## config.mk

```make
export PLATFORM = sky130hd
export DESIGN_NAME = mmio_gpio
export DESIGN_NICKNAME = d
export VERILOG_FILES = /design/src/rtl/mmio_gpio_pkg.sv /design/src/rtl/mmio_gpio_debounce.sv /design/src/rtl/mmio_gpio.sv
export SDC_FILE = /design/constraint.sdc
export NUM_CORES = 1
export LEC_CHECK = 0
export BUFFER_PORTS_ARGS = -buffer_cell sky130_fd_sc_hd__buf_2
export CAP_MARGIN = 25
export CORE_UTILIZATION = 49
export DETAILED_ROUTE_END_ITERATION = 10
export PLACE_DENSITY_LB_ADDON = 0.12
export RECOVER_POWER = 100
export SYNTH_ARGS = -nofsm -noshare
export SYNTH_HDL_FRONTEND = slang
export SYNTH_SLANG_ARGS = --single-unit
```

## constraint.sdc

```tcl
create_clock -name clk -period 2.5 [get_ports clk]
set_clock_uncertainty 0.05 [all_clocks]
set_input_delay 0.5 -clock clk [delete_from_list [all_inputs] [get_ports clk]]
set_output_delay 0.5 -clock clk [all_outputs]
set_load 0.05 [all_outputs]
```

## src/rtl/mmio_gpio_pkg.sv

```systemverilog
// mmio_gpio_pkg: shared constants for the memory-mapped GPIO peripheral.
//   - byte offsets of the registers inside the 64-byte window
//   - window size
//   - deb_width(): counter width needed by the input debouncer
// Optional feature macro used by the design: MMIO_GPIO_DEBOUNCE_EN.
package mmio_gpio_pkg;

  localparam logic [5:0] GPIO_IN_OFS      = 6'h00;
  localparam logic [5:0] GPIO_OUT_OFS     = 6'h04;
  localparam logic [5:0] GPIO_OUT_SET_OFS = 6'h08;
  localparam logic [5:0] GPIO_OUT_CLR_OFS = 6'h0C;
  localparam logic [5:0] GPIO_EDGE_OFS    = 6'h10;
  localparam logic [5:0] GPIO_IRQ_EN_OFS  = 6'h14;

  localparam int GPIO_WINDOW_BYTES = 64;

  // Counter counts 0..cycles-1, so $clog2(cycles) bits suffice.
  function automatic int deb_width(input int cycles);
    return (cycles < 2) ? 1 : $clog2(cycles);
  endfunction

endpackage

```

## src/rtl/mmio_gpio_debounce.sv

```systemverilog
// gpio_debounce: one GPIO input channel.
//   clk, rst_n : clock, asynchronous active-low reset
//   din        : asynchronous board input
//   dout       : accepted (stable) input level
//   rise       : high in the cycle before dout goes 0->1, so the parent can
//                set its edge flag on the same clock edge that dout rises
// With MMIO_GPIO_DEBOUNCE_EN defined the channel is a 2-flop synchroniser
// followed by a stability counter; otherwise it is the synchroniser alone
// and CYCLES is only range-checked.
module gpio_debounce
  import mmio_gpio_pkg::*;
#(
  parameter int CYCLES = 4
) (
  input  logic clk,
  input  logic rst_n,
  input  logic din,
  output logic dout,
  output logic rise
);

  if (CYCLES < 2) begin : g_bad_cycles
    $error("gpio_debounce: CYCLES must be at least 2");
  end

  logic sync1;
  logic sync2;

  always_ff @(posedge clk or negedge rst_n) begin
    if (!rst_n) begin
      sync1 <= 1'b0;
      sync2 <= 1'b0;
    end else begin
      sync1 <= din;
      sync2 <= sync1;
    end
  end

`ifdef MMIO_GPIO_DEBOUNCE_EN
  localparam int CW = deb_width(CYCLES);
  localparam logic [CW-1:0] CNT_LAST = CW'(CYCLES - 1);

  logic [CW-1:0] cnt;
  logic          stable;
  logic          accept;

  // The counter only runs while the synchronised value disagrees with the
  // accepted level; any return to agreement restarts the stability window.
  assign accept = (sync2 != stable) && (cnt == CNT_LAST);

  always_ff @(posedge clk or negedge rst_n) begin
    if (!rst_n) begin
      cnt    <= '0;
      stable <= 1'b0;
    end else if (sync2 == stable) begin
      cnt <= '0;
    end else if (accept) begin
      stable <= sync2;
      cnt    <= '0;
    end else begin
      cnt <= cnt + 1'b1;
    end
  end

  assign dout = stable;
  assign rise = accept & sync2;
`else
  assign dout = sync2;
  // sync2 takes sync1 on the next edge, so this predicts its 0->1 change.
  assign rise = sync1 & ~sync2;
`endif

endmodule

```

## src/rtl/mmio_gpio.sv

```systemverilog
// mmio_gpio: memory-mapped GPIO peripheral on the core data bus.
//   clk, rst_n : clock, asynchronous active-low reset
//   addr       : byte address; hit when addr[31:6] == BASE_ADDR[31:6]
//   wdata      : write data
//   wstrb      : byte enables; only full-word writes take effect
//   rdata      : registered read data (one-cycle latency), 0 on a miss
//   gpio_in    : asynchronous board inputs
//   gpio_out   : output register (the OUT flops themselves)
//   irq        : level interrupt, |(EDGE & IRQ_EN)
// Register window: IN(0x00) OUT(0x04) OUT_SET(0x08) OUT_CLR(0x0C)
//                  EDGE(0x10, W1C) IRQ_EN(0x14).
// Optional feature macro: MMIO_GPIO_DEBOUNCE_EN enables per-input debounce.
module mmio_gpio
  import mmio_gpio_pkg::*;
#(
  parameter int          DATA_WIDTH      = 32,
  parameter int          N_IN            = 8,
  parameter int          N_OUT           = 8,
  parameter logic [31:0] BASE_ADDR       = 32'h0001_0000,
  parameter int          DEBOUNCE_CYCLES = 125000
) (
  input  logic                    clk,
  input  logic                    rst_n,
  input  logic [31:0]             addr,
  input  logic [DATA_WIDTH-1:0]   wdata,
  input  logic [DATA_WIDTH/8-1:0] wstrb,
  output logic [DATA_WIDTH-1:0]   rdata,
  input  logic [N_IN-1:0]         gpio_in,
  output logic [N_OUT-1:0]        gpio_out,
  output logic                    irq
);

  localparam int WIN_LSB = $clog2(GPIO_WINDOW_BYTES);
  localparam int STRB_W  = DATA_WIDTH / 8;

  if (DATA_WIDTH != 32) begin : g_bad_width
    $error("mmio_gpio: DATA_WIDTH must be 32");
  end
  if (N_IN < 1 || N_IN > 32 || N_OUT < 1 || N_OUT > 32) begin : g_bad_count
    $error("mmio_gpio: N_IN and N_OUT must be within 1..32");
  end

  logic [N_IN-1:0]       in_lvl;
  logic [N_IN-1:0]       in_rise;
  logic [N_OUT-1:0]      out_q;
  logic [N_IN-1:0]       edge_flags;
  logic [N_IN-1:0]       irq_en_q;
  logic                  hit;
  logic                  wr;
  logic [5:0]            ofs;
  logic [N_IN-1:0]       w1c;
  logic [DATA_WIDTH-1:0] rd_next;
  logic                  unused_bits;

  for (genvar i = 0; i < N_IN; i++) begin : g_in
    gpio_debounce #(
      .CYCLES (DEBOUNCE_CYCLES)
    ) u_deb (
      .clk   (clk),
      .rst_n (rst_n),
      .din   (gpio_in[i]),
      .dout  (in_lvl[i]),
      .rise  (in_rise[i])
    );
  end

  assign hit = (addr[31:WIN_LSB] == BASE_ADDR[31:WIN_LSB]);
  assign ofs = {addr[5:2], 2'b00};
  assign wr  = hit && (wstrb == {STRB_W{1'b1}});
  assign w1c = (wr && ofs == GPIO_EDGE_OFS) ? wdata[N_IN-1:0] : '0;

  // Byte lanes and write-data bits beyond the implemented channels are
  // intentionally ignored.
  assign unused_bits = ^{addr[1:0], wdata};

  // Read mux sees register state before any write on the same edge.
  always_comb begin
    rd_next = '0;
    if (hit) begin
      case (ofs)
        GPIO_IN_OFS:     rd_next = DATA_WIDTH'(in_lvl);
        GPIO_OUT_OFS:    rd_next = DATA_WIDTH'(out_q);
        GPIO_EDGE_OFS:   rd_next = DATA_WIDTH'(edge_flags);
        GPIO_IRQ_EN_OFS: rd_next = DATA_WIDTH'(irq_en_q);
        default:         rd_next = '0;
      endcase
    end
  end

  always_ff @(posedge clk or negedge rst_n) begin
    if (!rst_n) begin
      out_q      <= '0;
      edge_flags <= '0;
      irq_en_q   <= '0;
      rdata      <= '0;
    end else begin
      if (wr && ofs == GPIO_OUT_OFS) begin
        out_q <= wdata[N_OUT-1:0];
      end else if (wr && ofs == GPIO_OUT_SET_OFS) begin
        out_q <= out_q | wdata[N_OUT-1:0];
      end else if (wr && ofs == GPIO_OUT_CLR_OFS) begin
        out_q <= out_q & ~wdata[N_OUT-1:0];
      end
      if (wr && ofs == GPIO_IRQ_EN_OFS) begin
        irq_en_q <= wdata[N_IN-1:0];
      end
      // A fresh rising edge wins over a clear of the same bit.
      edge_flags <= (edge_flags & ~w1c) | in_rise;
      rdata      <= rd_next;
    end
  end

  assign gpio_out = out_q;
  assign irq      = |(edge_flags & irq_en_q);

endmodule
```

==> impl_metrics.yaml, run 1 <==
status:
  status: "complete, no violations"
drt:
  antenna_left: 0
  drc: 0
  top_layer_used: "met4"
  drtIter0Drc: 145
  num_vias: 1801
  wl_met3_um: 392
  vias_per_cell: 5.38
  drt-met1-wl_um: 2100
  finalWirelength_um: 5010
  met2_length_um: 2440
  first_pass_iters: 4
  wire_per_inst_um: 15.0
clocking:
  cts_resized: 0
  cts_sinks: 48
  cts_tree: "built"
  cts_buffer_depth: 2
  postCtsSetupRepairBufs: 0
  cts_made_buffers: 5
  clk_latency_ps: 290
  htreeDepth: 2
  root_buffer: "clkbuf_8"
  clk_pin_slew_worst_paths_ps: 90
  cts_hold_buf: 0
pwr:
  ir_worst_vdd_v: 0.000334
  p_leak_nw: 1.25
  fin_total_pwr_w: 0.00159
  p_per_area_mw_per_mm2: 585
timing:
  slew-limit-headroom: 0.245
  hold_viol: 0
  rsz0062_at_grt: "no"
  finalHoldWorstSlack_ps: 249
  final-max-slew-violation-count: 0
  finalSetupViolations: 0
  fin_crit_sh: 0.786
  setup_tns_ps: 0
  timing.fmax_mhz: 509
  worstMarginPinSlew_ps: 1130
  min_period_ps: 1970
global_routing:
  grt_pass1_vias: 1650
  antenna_found_initial: 0
  grt_max_degree: 49
  grt.total_usage: 0.215
  grt_pass1_wl_um: 8180
  grt_overflow: 0
worst_setup_path:
  cpPeakStageDelay_ps: 420
  cp_slowest_cell: "dfrtp_1"
  crit_type: "reg2out"
  required_ps: 1950
  crit_fanout: 3
  end_kind: "output port"
  crit_arrival_ps: 1420
  crit_chain: "a22oi_1 -> nand4_1 -> clkbuf_1"
  setup.worst_path.start_class: "flip-flop"
placed_design:
  portBuffers: 68
  dp_cells: 327
  gp_congestion: 0.797
  dp_hpwl_um: 3650
floorplanning:
  fp.dieH_um: 70.5
  initial_core_util: 0.520
  core.rowCount: 24
  core-area_mm2: 0.00441
  num_io_pins: 119
  fp.dieArea_mm2: 0.00496
  die_w_um: 70.5
synth:
  yosys_warnings: 0
  yosys.cell_types.count: 28
  syn-cell-area_mm2: 0.00230
  ys.flop_type: "dfrtp_1"
  syn_inst: 208
  ys_ff_latch: 48
  ys_seq_area_frac: 0.523
  synth_enable_flop_cells: 0
  syn_avg_cell_area_um2: 11.0
  async_flop_share: 1.00
final_layout:
  final_common_cell: "buf_2"
  fillCellCount: 390
  regArea_mm2: 0.00120
  instances_no_fill: 335
  finalNetCount: 360
  multiInputGateArea_um2: 920
  mostFrequentLayoutCells: "buf_2, dfrtp_1, conb_1, o21ai_0, clkbuf_1"
  syn2layout_area_growth_pct: 18.7
  layout-drive-gt1-share: 0.293
  antenna_cells: 0
run:
  max-cap-violations: 0
worst_hold_path:
  hp-class: "in2reg"
[cells in the mapped netlist, types with 2 or more instances]
cell,n,share of area
nor4_1,5,0.014
clkbuf_1,7,0.011
buf_4,24,0.078
nand2_1,12,0.020
mux4_2,5,0.049
a22oi_1,4,0.013
o41ai_1,12,0.046
mux2_2,8,0.039
o21ai_0,20,0.044
or2_2,2,0.0054
buf_2,2,0.0044
nand3_1,9,0.020
nor2_1,14,0.023
a21oi_1,3,0.0065
o31ai_1,4,0.013
inv_1,8,0.013
nand4_1,4,0.011
nor4b_1,2,0.0076
nor2b_1,5,0.014
dfrtp_1,48,0.52
mux2i_1,3,0.013
[path summary, 6_finish.rpt]
check / start / to / slack [ps] / depth (start not counted)
setup / recovery: edge_flags[2] / irq / 530 / 3
hold / removal: gpio_in[2] / g_in[2].u_deb.sync1 / 250 / 1
setup reg to reg: irq_en_q[6] / rdata[6] / 1300 / 2
hold reg to reg: g_in[0].u_deb.sync1 / g_in[0].u_deb.dout / 330 / 0
max in group asynchronous: rst_n / edge_flags[1] / 1260 / 2
min in group asynchronous: rst_n / edge_flags[2] / 450 / 2
[worst max-delay path: cells and delay by family (launching register included)]
family / cells / cell delay (ps)
AO/OA/AOI/OAI: 1 / 230
flip-flops: 1 / 420
AND/OR/NAND/NOR: 1 / 150
buffers and inverters: 1 / 320
[power by group]
part	switching, W	leakage [nW]	internal (W)	total [W]
Clock	0.000245	0.0645	0.000353	0.000598
Sequential	0.00000664	0.592	0.000789	0.000795
Combinational	0.000145	0.597	0.0000557	0.000201
[area by class of cell]
class | instances | share of cell area
clock buffer | 7 | 0.0353
timing repair buffer | 77 | 0.141
tap | 52 | 0.0239
clock inverter | 1 | 0.0110
inverter | 8 | 0.0110
sequential | 48 | 0.441
multi-input combinational | 142 | 0.337
[layer usage]
metal | up-vias | global-route usage
met5 | - | 0
met4 | 0 | 0.0822
met3 | 9 | 0.0375
met2 | 98 | 0.345
met1 | 845 | 0.292
li1 | 849 | -
[metrics by stage]
step	area [um^2]	worst slack (ps)	util
5_1_grt	2730	372	0.618
3_5_place_dp	2640	238	0.598
3_3_place_gp	2640	275	0.598
4_1_cts	2770	550	0.626
2_1_floorplan	2380	361	-
6_report	2730	534	0.618
[cell families after synthesis]
group,after synthesis,synth area share
compound gates,43,0.122
buf+inv,41,0.107
simple gates,58,0.141
xor+xnor,1,0.00382
mux,16,0.101
other cells,1,0.00163
flops,48,0.523
Power figures use the tool's default switching activity.
==> inputs of run 2 (changes only) <==
--- a/config.mk
+++ b/config.mk
@@ -7,7 +7,7 @@
 export LEC_CHECK = 0
 export BUFFER_PORTS_ARGS = -buffer_cell sky130_fd_sc_hd__buf_2
 export CAP_MARGIN = 25
-export CORE_UTILIZATION = 49
+export CORE_UTILIZATION = 45
 export DETAILED_ROUTE_END_ITERATION = 10
 export PLACE_DENSITY_LB_ADDON = 0.12
 export RECOVER_POWER = 100
==> constraint.sdc (replaced) <==
create_clock -name clk -period 1.95 [get_ports clk]
set_clock_uncertainty 0.05 [all_clocks]
set_input_delay 0.39 -clock clk [delete_from_list [all_inputs] [get_ports clk]]
set_output_delay 0.39 -clock clk [all_outputs]
set_load 0.05 [all_outputs]
==> run 2 against run 1 <==
Compared with the run above: design area up 2.2%; critical path depth did not move; global-route usage decreased by 1.6 points; largest cell class unchanged; utilization down 3.9 points; non-clock buffer count up 11; total power up 18%; worst setup slack lost 400 ps; clock power rose by 0.8%.
==> impl_metrics.yaml, run 2 (same netlist as run 1, synthesis figures left out) <==
worst_setup_path:
  crit_arrival_ps: 1370
  crit_type: "reg2out"
  end_kind: "output port"
  required_ps: 1510
  crit_fanout: 3
  r2r_cells: 2
  setup.worst_path.start_class: "flip-flop"
final_layout:
  finalNetCount: 371
  mostFrequentLayoutCells: "buf_2, dfrtp_1, conb_1, o21ai_0, clkbuf_1"
  final_common_cell: "buf_2"
  utilization: 0.579
  syn2layout_area_growth_pct: 21.4
  stdcell_area_mm2: 0.00279
  layout-drive-gt1-share: 0.323
  antenna_cells: 0
global_routing:
  grt_pass1_vias: 1656
  grt_max_degree: 49
  grt_overflow: 0
  grt.total_usage: 0.199
  antenna_found_initial: 0
  grt_pass1_wl_um: 7790
worst_hold_path:
  hp-class: "in2reg"
  whs_path_depth: 1
drt:
  num_vias: 1838
  antenna_left: 0
  wire_per_inst_um: 14.2
  first_pass_iters: 6
  finalWirelength_um: 5110
  drc: 0
  drtIter0Drc: 133
  vias_per_cell: 5.09
placed_design:
  place_area_mm2: 0.00274
  portBuffers: 68
  gp_congestion: 0.779
  dp_hpwl_um: 3760
pwr:
  p_per_area_mw_per_mm2: 677
  fin_total_pwr_w: 0.00189
  p_leak_nw: 1.29
  ir_worst_vdd_v: 0.000546
clocking:
  cts_tree: "built"
  cts_sinks: 48
  cts_resized: 0
  root_buffer: "clkbuf_8"
  cts_hold_buf: 0
  postCtsSetupRepairBufs: 0
  clk_latency_ps: 300
  cts_buffer_depth: 2
  cts_made_buffers: 5
  htreeDepth: 2
  clk_pin_slew_worst_paths_ps: 80
timing:
  worstMarginPinSlew_ps: 1140
  timing.fmax_mhz: 552
  final-max-slew-violation-count: 0
  hold_viol: 0
  rsz0062_at_grt: "no"
  fin_crit_sh: 0.930
  slew-limit-headroom: 0.239
  min_period_ps: 1810
  finalSetupViolations: 0
floorplanning:
  fp.dieArea_mm2: 0.00539
  initial_core_util: 0.477
  num_io_pins: 119
  fp.dieH_um: 73.4
  core-area_mm2: 0.00482
  core.rowCount: 25
  die_w_um: 73.4
status:
  status: "complete, no violations"
run:
  max-cap-violations: 0
[run 2: cell types whose count changed in the layout (fill, tap and decap cells not counted)]
cell / delta
clkbuf_8: -1
or2_0: -2
bufinv_16: -1
clkbuf_2: +4
nor4_2: +1
or2_2: +2
clkbuf_1: +2
nor4_1: -1
buf_4: +7
[run 2: report_power, final]
group	internal [W]	switching, W
registers	0.00101	0.00000803
logic	0.0000798	0.000186
clock network	0.000289	0.000313
total	0.00138	0.000507
[run 2: worst paths after layout]
path                                      from                  end  slack, ps
hold reg to reg            g_in[3].u_deb.sync1   g_in[3].u_deb.dout        320
min in group asynchronous                rst_n  g_in[4].u_deb.sync1        340
max in group asynchronous                rst_n   g_in[3].u_deb.dout        830
setup / recovery                 edge_flags[2]                  irq        140
hold / removal                      gpio_in[2]  g_in[2].u_deb.sync1        140
setup reg to reg                 edge_flags[1]             rdata[1]        770
[run 2: per-layer routing]
layer / wire length [um] / share of wire / GRT usage / vias up
met5: 0 / 0 / 0 / -
met4: 82 / 0.016 / 0.0812 / 0
met3: 434 / 0.085 / 0.0480 / 10
met2: 2420 / 0.47 / 0.323 / 107
met1: 2170 / 0.42 / 0.258 / 848
li1: - / - / - / 873
[run 2: worst max-delay path, cell delays in order (launching register included)]
cell and delay [ps]:
dfrtp_1 410, a22oi_1 250, nand4_1 150, clkbuf_2 260
[run 2: cell type report]
class,instances,area [um^2]
multi-input cells,142,926
repair buffers,88,457
clock buffers,8,90.1
inverters,8,30.0
flip-flops and latches,48,1200
well taps,67,83.8
fillers,447,2030
[run 2: per-stage QoR]
stage | TNS, ps | setup slack [ps] | hold WS (ps) | cells
floorplan | 0 | 13.9 | 44.4 | 231
global placement | -1510 | -136 | 307 | 353
detailed placement | -1490 | -129 | 310 | 353
CTS | 0 | 154 | 128 | 361
global route | 0 | 28.9 | 125 | 361
finish | 0 | 137 | 138 | 361
